===== src/rtl/keypad_scanner.sv =====
// 4x4 active-low matrix keypad scanner with debounce, producing the digit/load
// stream for the password entry register plus a one-cycle strobe per accepted press.
module keypad_scanner #(
    parameter int SCAN_DIV     = 50_000,
    parameter int DEBOUNCE_CNT = 16
) (
    input  logic       clk,
    input  logic       rst_n,
    input  logic [3:0] row_in,
    output logic [3:0] col_out,
    output logic [3:0] one_digit,
    output logic       load,
    output logic       key_strobe
);
    localparam int DIV_W = $clog2(SCAN_DIV);
    localparam int CNT_W = $clog2(DEBOUNCE_CNT + 1);
    localparam logic [DIV_W-1:0] DIV_LAST = DIV_W'(SCAN_DIV - 1);
    localparam logic [CNT_W-1:0] CNT_DONE = CNT_W'(DEBOUNCE_CNT);

    typedef enum logic [1:0] {
        SCAN,
        DEBOUNCE,
        HELD,
        RELEASE
    } state_t;

    state_t           state_q, state_d;
    logic [3:0]       row_meta_q, row_meta_d;
    logic [3:0]       row_sync_q, row_sync_d;
    logic [DIV_W-1:0] div_q, div_d;
    logic [CNT_W-1:0] cnt_q, cnt_d;
    logic [1:0]       col_q, col_d;
    logic [3:0]       pattern_q, pattern_d;
    logic [3:0]       digit_q, digit_d;
    logic             load_q, load_d;
    logic             strobe_q, strobe_d;

    logic             sample_tick;
    logic             all_high;
    logic             one_low;
    logic [3:0]       row_low;
    logic [1:0]       row_idx;
    logic [3:0]       key_code;
    logic [CNT_W-1:0] cnt_inc;

    assign sample_tick = (div_q == DIV_LAST);
    assign row_low     = ~row_sync_q;
    assign all_high    = (row_sync_q == 4'b1111);
    // Exactly one row low: non-zero and a power of two.
    assign one_low     = (row_low != 4'd0) && ((row_low & (row_low - 4'd1)) == 4'd0);
    assign cnt_inc     = cnt_q + CNT_W'(1);

    always_comb begin
        row_idx = 2'd0;
        for (int i = 0; i < 4; i++) begin
            if (!pattern_q[i]) begin
                row_idx = 2'(i);
            end
        end
    end

    always_comb begin
        key_code = 4'd0;
        case ({row_idx, col_q})
            4'b00_00: key_code = 4'd1;
            4'b00_01: key_code = 4'd2;
            4'b00_10: key_code = 4'd3;
            4'b00_11: key_code = 4'd10;
            4'b01_00: key_code = 4'd4;
            4'b01_01: key_code = 4'd5;
            4'b01_10: key_code = 4'd6;
            4'b01_11: key_code = 4'd11;
            4'b10_00: key_code = 4'd7;
            4'b10_01: key_code = 4'd8;
            4'b10_10: key_code = 4'd9;
            4'b10_11: key_code = 4'd12;
            4'b11_00: key_code = 4'd14;
            4'b11_01: key_code = 4'd0;
            4'b11_10: key_code = 4'd15;
            4'b11_11: key_code = 4'd13;
            default:  key_code = 4'd0;
        endcase
    end

    always_comb begin
        row_meta_d = row_in;
        row_sync_d = row_meta_q;
        state_d    = state_q;
        div_d      = sample_tick ? '0 : div_q + DIV_W'(1);
        cnt_d      = cnt_q;
        col_d      = col_q;
        pattern_d  = pattern_q;
        digit_d    = digit_q;
        load_d     = load_q;
        strobe_d   = 1'b0;

        if (sample_tick) begin
            unique case (state_q)
                SCAN: begin
                    if (one_low) begin
                        pattern_d = row_sync_q;
                        cnt_d     = CNT_W'(1);
                        state_d   = DEBOUNCE;
                    end else begin
                        col_d = col_q + 2'd1;
                    end
                end
                DEBOUNCE: begin
                    if (row_sync_q == pattern_q) begin
                        cnt_d = cnt_inc;
                        if (cnt_inc == CNT_DONE) begin
                            cnt_d    = '0;
                            state_d  = HELD;
                            digit_d  = key_code;
                            load_d   = 1'b1;
                            strobe_d = 1'b1;
                        end
                    end else begin
                        cnt_d   = '0;
                        state_d = SCAN;
                        col_d   = col_q + 2'd1;
                    end
                end
                HELD: begin
                    if (all_high) begin
                        cnt_d   = CNT_W'(1);
                        state_d = RELEASE;
                    end
                end
                RELEASE: begin
                    if (all_high) begin
                        cnt_d = cnt_inc;
                        if (cnt_inc == CNT_DONE) begin
                            cnt_d   = '0;
                            load_d  = 1'b0;
                            state_d = SCAN;
                            col_d   = col_q + 2'd1;
                        end
                    end else begin
                        // A bounce low during release keeps the key held, no new strobe.
                        cnt_d   = '0;
                        state_d = HELD;
                    end
                end
                default: state_d = SCAN;
            endcase
        end
    end

    always_ff @(posedge clk or negedge rst_n) begin
        if (!rst_n) begin
            row_meta_q <= 4'b1111;
            row_sync_q <= 4'b1111;
            state_q    <= SCAN;
            div_q      <= '0;
            cnt_q      <= '0;
            col_q      <= 2'd0;
            pattern_q  <= 4'b1111;
            digit_q    <= 4'd0;
            load_q     <= 1'b0;
            strobe_q   <= 1'b0;
        end else begin
            row_meta_q <= row_meta_d;
            row_sync_q <= row_sync_d;
            state_q    <= state_d;
            div_q      <= div_d;
            cnt_q      <= cnt_d;
            col_q      <= col_d;
            pattern_q  <= pattern_d;
            digit_q    <= digit_d;
            load_q     <= load_d;
            strobe_q   <= strobe_d;
        end
    end

    assign col_out    = ~(4'b0001 << col_q);
    assign one_digit  = digit_q;
    assign load       = load_q;
    assign key_strobe = strobe_q;
endmodule

===== config.mk =====
export PLATFORM = sky130hd
export DESIGN_NAME = keypad_scanner
export DESIGN_NICKNAME = d
export VERILOG_FILES = /design/src/rtl/keypad_scanner.sv
export SDC_FILE = /design/constraint.sdc
export NUM_CORES = 1
export LEC_CHECK = 0
export ABC_AREA = 0
export BUFFER_PORTS_ARGS = -buffer_cell sky130_fd_sc_hd__buf_2
export CAP_MARGIN = 20
export CORE_MARGIN = 2
export CORE_UTILIZATION = 55
export DETAILED_ROUTE_END_ITERATION = 8
export PLACE_DENSITY = 0.71
export SYNTH_ARGS = -nofsm -noshare
export SYNTH_HDL_FRONTEND = slang
export SYNTH_SLANG_ARGS = --single-unit

===== constraint.sdc =====
create_clock -name clk -period 2.9 [get_ports clk]
set_clock_uncertainty 0.15 [all_clocks]
set_input_delay 0.58 -clock clk [delete_from_list [all_inputs] [get_ports clk]]
set_output_delay 0.58 -clock clk [all_outputs]
set_load 0.01 [all_outputs]

==> results.py <==
metrics = {
    "clocking": {
        "cts_root_buf": "clkbuf_8",
        "cts_htree_levels": 2,
        "clockBufferDepth": 2,
        "cts_resized": 0,
        "clkLatencyLatePin_ps": 300,
        "post-cts-setup-buffers": 0,
        "cts_hold_buf": 0,
        "numCtsBuffers": 5,
        "cts_tree": "done",
        "cts_sinks": 43,
        "clkTransAtPathRegs_ps": 80,
    },
    "worst_setup_path": {
        "cp_top_family": "simple AND/OR/NAND/NOR gates",
        "startpoint_type": "register",
        "cp_slowest_cell": "dfstp_2",
        "cp_max_fo": 7,
        "crit_required_ps": 2940,
        "critPathKind": "reg2reg",
        "path_cells": "xor2_1 -> nor4_1 -> nand3b_1 -> or3_4 -> mux2_4",
        "cp-end-kind": "register",
        "cpPeakStageDelay_ps": 620,
        "path_buf_inv": 0,
        "arrival_ps": 2490,
    },
    "die": {
        "die_w_um": 67.7,
        "die_area_mm2": 0.00458,
        "start_util": 0.566,
        "rows": 23,
        "chipHeight_um": 67.7,
        "ioPinCount": 16,
        "core_mm2": 0.00394,
    },
    "global_routing": {
        "grt_overflow_total": 0,
        "grtUsageTotal": 0.209,
        "first_global_vias": 1600,
        "antenna_found_initial": 0,
        "grt_first_pass_wirelength_um": 7050,
        "grt_max_degree": 44,
    },
    "synthesis": {
        "syn-instance-count": 204,
        "synth.most_common_cell": "dfrtp_1",
        "netlist.area_leader.share": 0.348,
        "syn_area_mm2": 0.00223,
        "synth.largest_area_cell": "dfrtp_1",
        "ys_seq_elements": 43,
        "synth-edff-count": 0,
        "synth_seq_area_share": 0.489,
        "ys_top_cells_by_area": "dfrtp_1 35%, dfstp_2 14%, ha_1 4.5%",
        "ys.flop_type": "dfrtp_1",
        "synthTopCellsByCount": "31 x dfrtp_1, 18 x nor2_1, 13 x nand2_1, 12 x dfstp_2, 12 x nand3_1",
        "syn_nets": 218,
        "yosysWarnings": 0,
        "syn_avg_cell_area_um2": 10.9,
        "async_flop_share": 1.00,
        "yosys.cell_types.count": 44,
    },
    "detailed_routing": {
        "met2_length_um": 2160,
        "drt-met1-wl_um": 1790,
        "drc": 0,
        "vias_per_cell": 5.61,
        "wl_met3_um": 104,
        "drt_iter0_drc": 79,
        "wl_per_cell_um": 15.2,
        "top_layer_used": "met4",
        "wirelength_um": 4130,
        "drt-pass1-iter-count": 4,
        "via_count": 1527,
        "antenna_left": 0,
    },
    "sta": {
        "rsz0062_at_grt": "false",
        "slew_headroom": 0.403,
        "final.setup.tns_ps": 0,
        "finalCriticalPeriod_ps": 2460,
        "max_slew.worst_pin.slew_ps": 896,
        "hold_violations": 0,
        "max_freq_mhz": 407,
        "setup_viol": 0,
        "min_period_over_period": 0.848,
        "slew_viol_final": 0,
    },
    "placement": {
        "place_area_mm2": 0.00235,
        "place_congestion": 0.862,
        "port_buffers": 15,
        "post-dp-hpwl_um": 3000,
    },
    "final_layout": {
        "diodes": 0,
        "finish.instance_area_mm2": 0.00248,
        "fin_util": 0.630,
        "syn_to_final_growth_pct": 11.3,
        "drive_above_1_share": 0.252,
        "fin_nets": 235,
    },
    "pwr": {
        "ir_drop_mv": 0.321,
        "power_per_cell_area_mw_per_mm2": 466,
        "power_w": 0.00116,
        "power_leakage_nw": 1.14,
    },
    "min_path": {
        "hp-class": "reg2reg",
    },
    "status": {
        "status": "complete, no violations",
    },
    "flow_run": {
        "max-cap-violations": 0,
    },
}
==> routing by layer <==
layer,track usage,up-vias
li1,-,745
met1,0.236,750
met2,0.382,22
met3,0.0383,10
met4,0.0867,0
met5,0,-
==> metrics by stage <==
step | setup WS, ps | hold WS [ps] | std cells
6_report | 442 | 203 | 272
5_1_grt | 332 | 210 | 272
4_1_cts | 483 | 205 | 272
3_5_place_dp | 501 | 197 | 264
3_3_place_gp | 556 | 196 | 264
2_1_floorplan | 521 | 134 | 204
==> worst register-to-register path, cell delays in order (launching register included) <==
cell	delay, ps
dfstp_2	620
xor2_1	90
nor4_1	490
nand3b_1	230
or3_4	460
mux2_4	320
==> flip-flops by register name (all words and copies together) (netlist names) <==
signal / count
key_strobe: 1
cnt_q: 5
div_q: 16
one_digit: 4
load: 1
row_meta_q: 4
row_sync_q: 4
pattern_q: 4
col_q: 2
state_q: 2
==> final cells by class <==
cell class | count | area, um2
Inverter | 12 | 45.0
Timing Repair Buffer | 17 | 90.1
Clock inverter | 2 | 36.3
Tap cell | 50 | 62.6
Fill cell | 324 | 1460
Sequential cell | 43 | 1090
Multi-Input combinational cell | 142 | 1060
Clock buffer | 6 | 93.8
==> kinds of logic after synthesis <==
group / Yosys count / share of synthesized area
AND/OR/NAND/NOR: 77 / 0.210
flip-flops: 43 / 0.489
AO/OA/AOI/OAI: 24 / 0.0735
XOR/XNOR: 20 / 0.0785
buffers and inverters: 19 / 0.0336
multiplexers: 13 / 0.0707
adder cells (fa/ha/maj): 8 / 0.0449
==> final timing paths <==
| path | start | endpoint | slack [ps] | cells after the start |
|---|---|---|---|---|
| worst max-delay path | pattern_q[2]$_DFFE_PN1P_ | one_digit[3]$_DFFE_PN0P_ | 440 | 5 |
| worst min-delay path | row_meta_q[3]$_DFF_PN1_ | row_sync_q[3]$_DFF_PN1_ | 200 | 0 |
| worst max register to register | pattern_q[2]$_DFFE_PN1P_ | one_digit[3]$_DFFE_PN0P_ | 440 | 5 |
| worst min register to register | row_meta_q[3]$_DFF_PN1_ | row_sync_q[3]$_DFF_PN1_ | 200 | 0 |
| max in group asynchronous | rst_n | col_q[1]$_DFFE_PN0P_ | 1780 | 1 |
| min in group asynchronous | rst_n | col_q[0]$_DFFE_PN0P_ | 250 | 1 |
==> layout by cell type (no fill, tap or decap), types with 2 or more instances in the layout <==
cell and n:
nor2b_1 3, dfrtp_1 31, inv_1 11, nand3_1 12
nor3_1 5, nand2b_1 3, mux2_2 6, xor2_1 10
nor2_1 18, buf_2 15, nand3b_1 2, o21ai_0 3
or3_1 2, clkbuf_8 5, ha_1 8, mux2i_1 3
nor4_4 2, nand2_1 13, xnor2_1 10, a21oi_1 9
nand4b_1 2, nor4_1 4, nand4_1 3, mux2_4 4
a22o_1 2, o31ai_1 3, buf_4 2, dfstp_2 12
==> where the power goes <==
part | internal, W | switching, W
Sequential | 0.000610 | 0.00000622
Clock | 0.000309 | 0.000208
Combinational | 0.00000672 | 0.0000158
No activity file was read; power rests on OpenSTA's default activity.
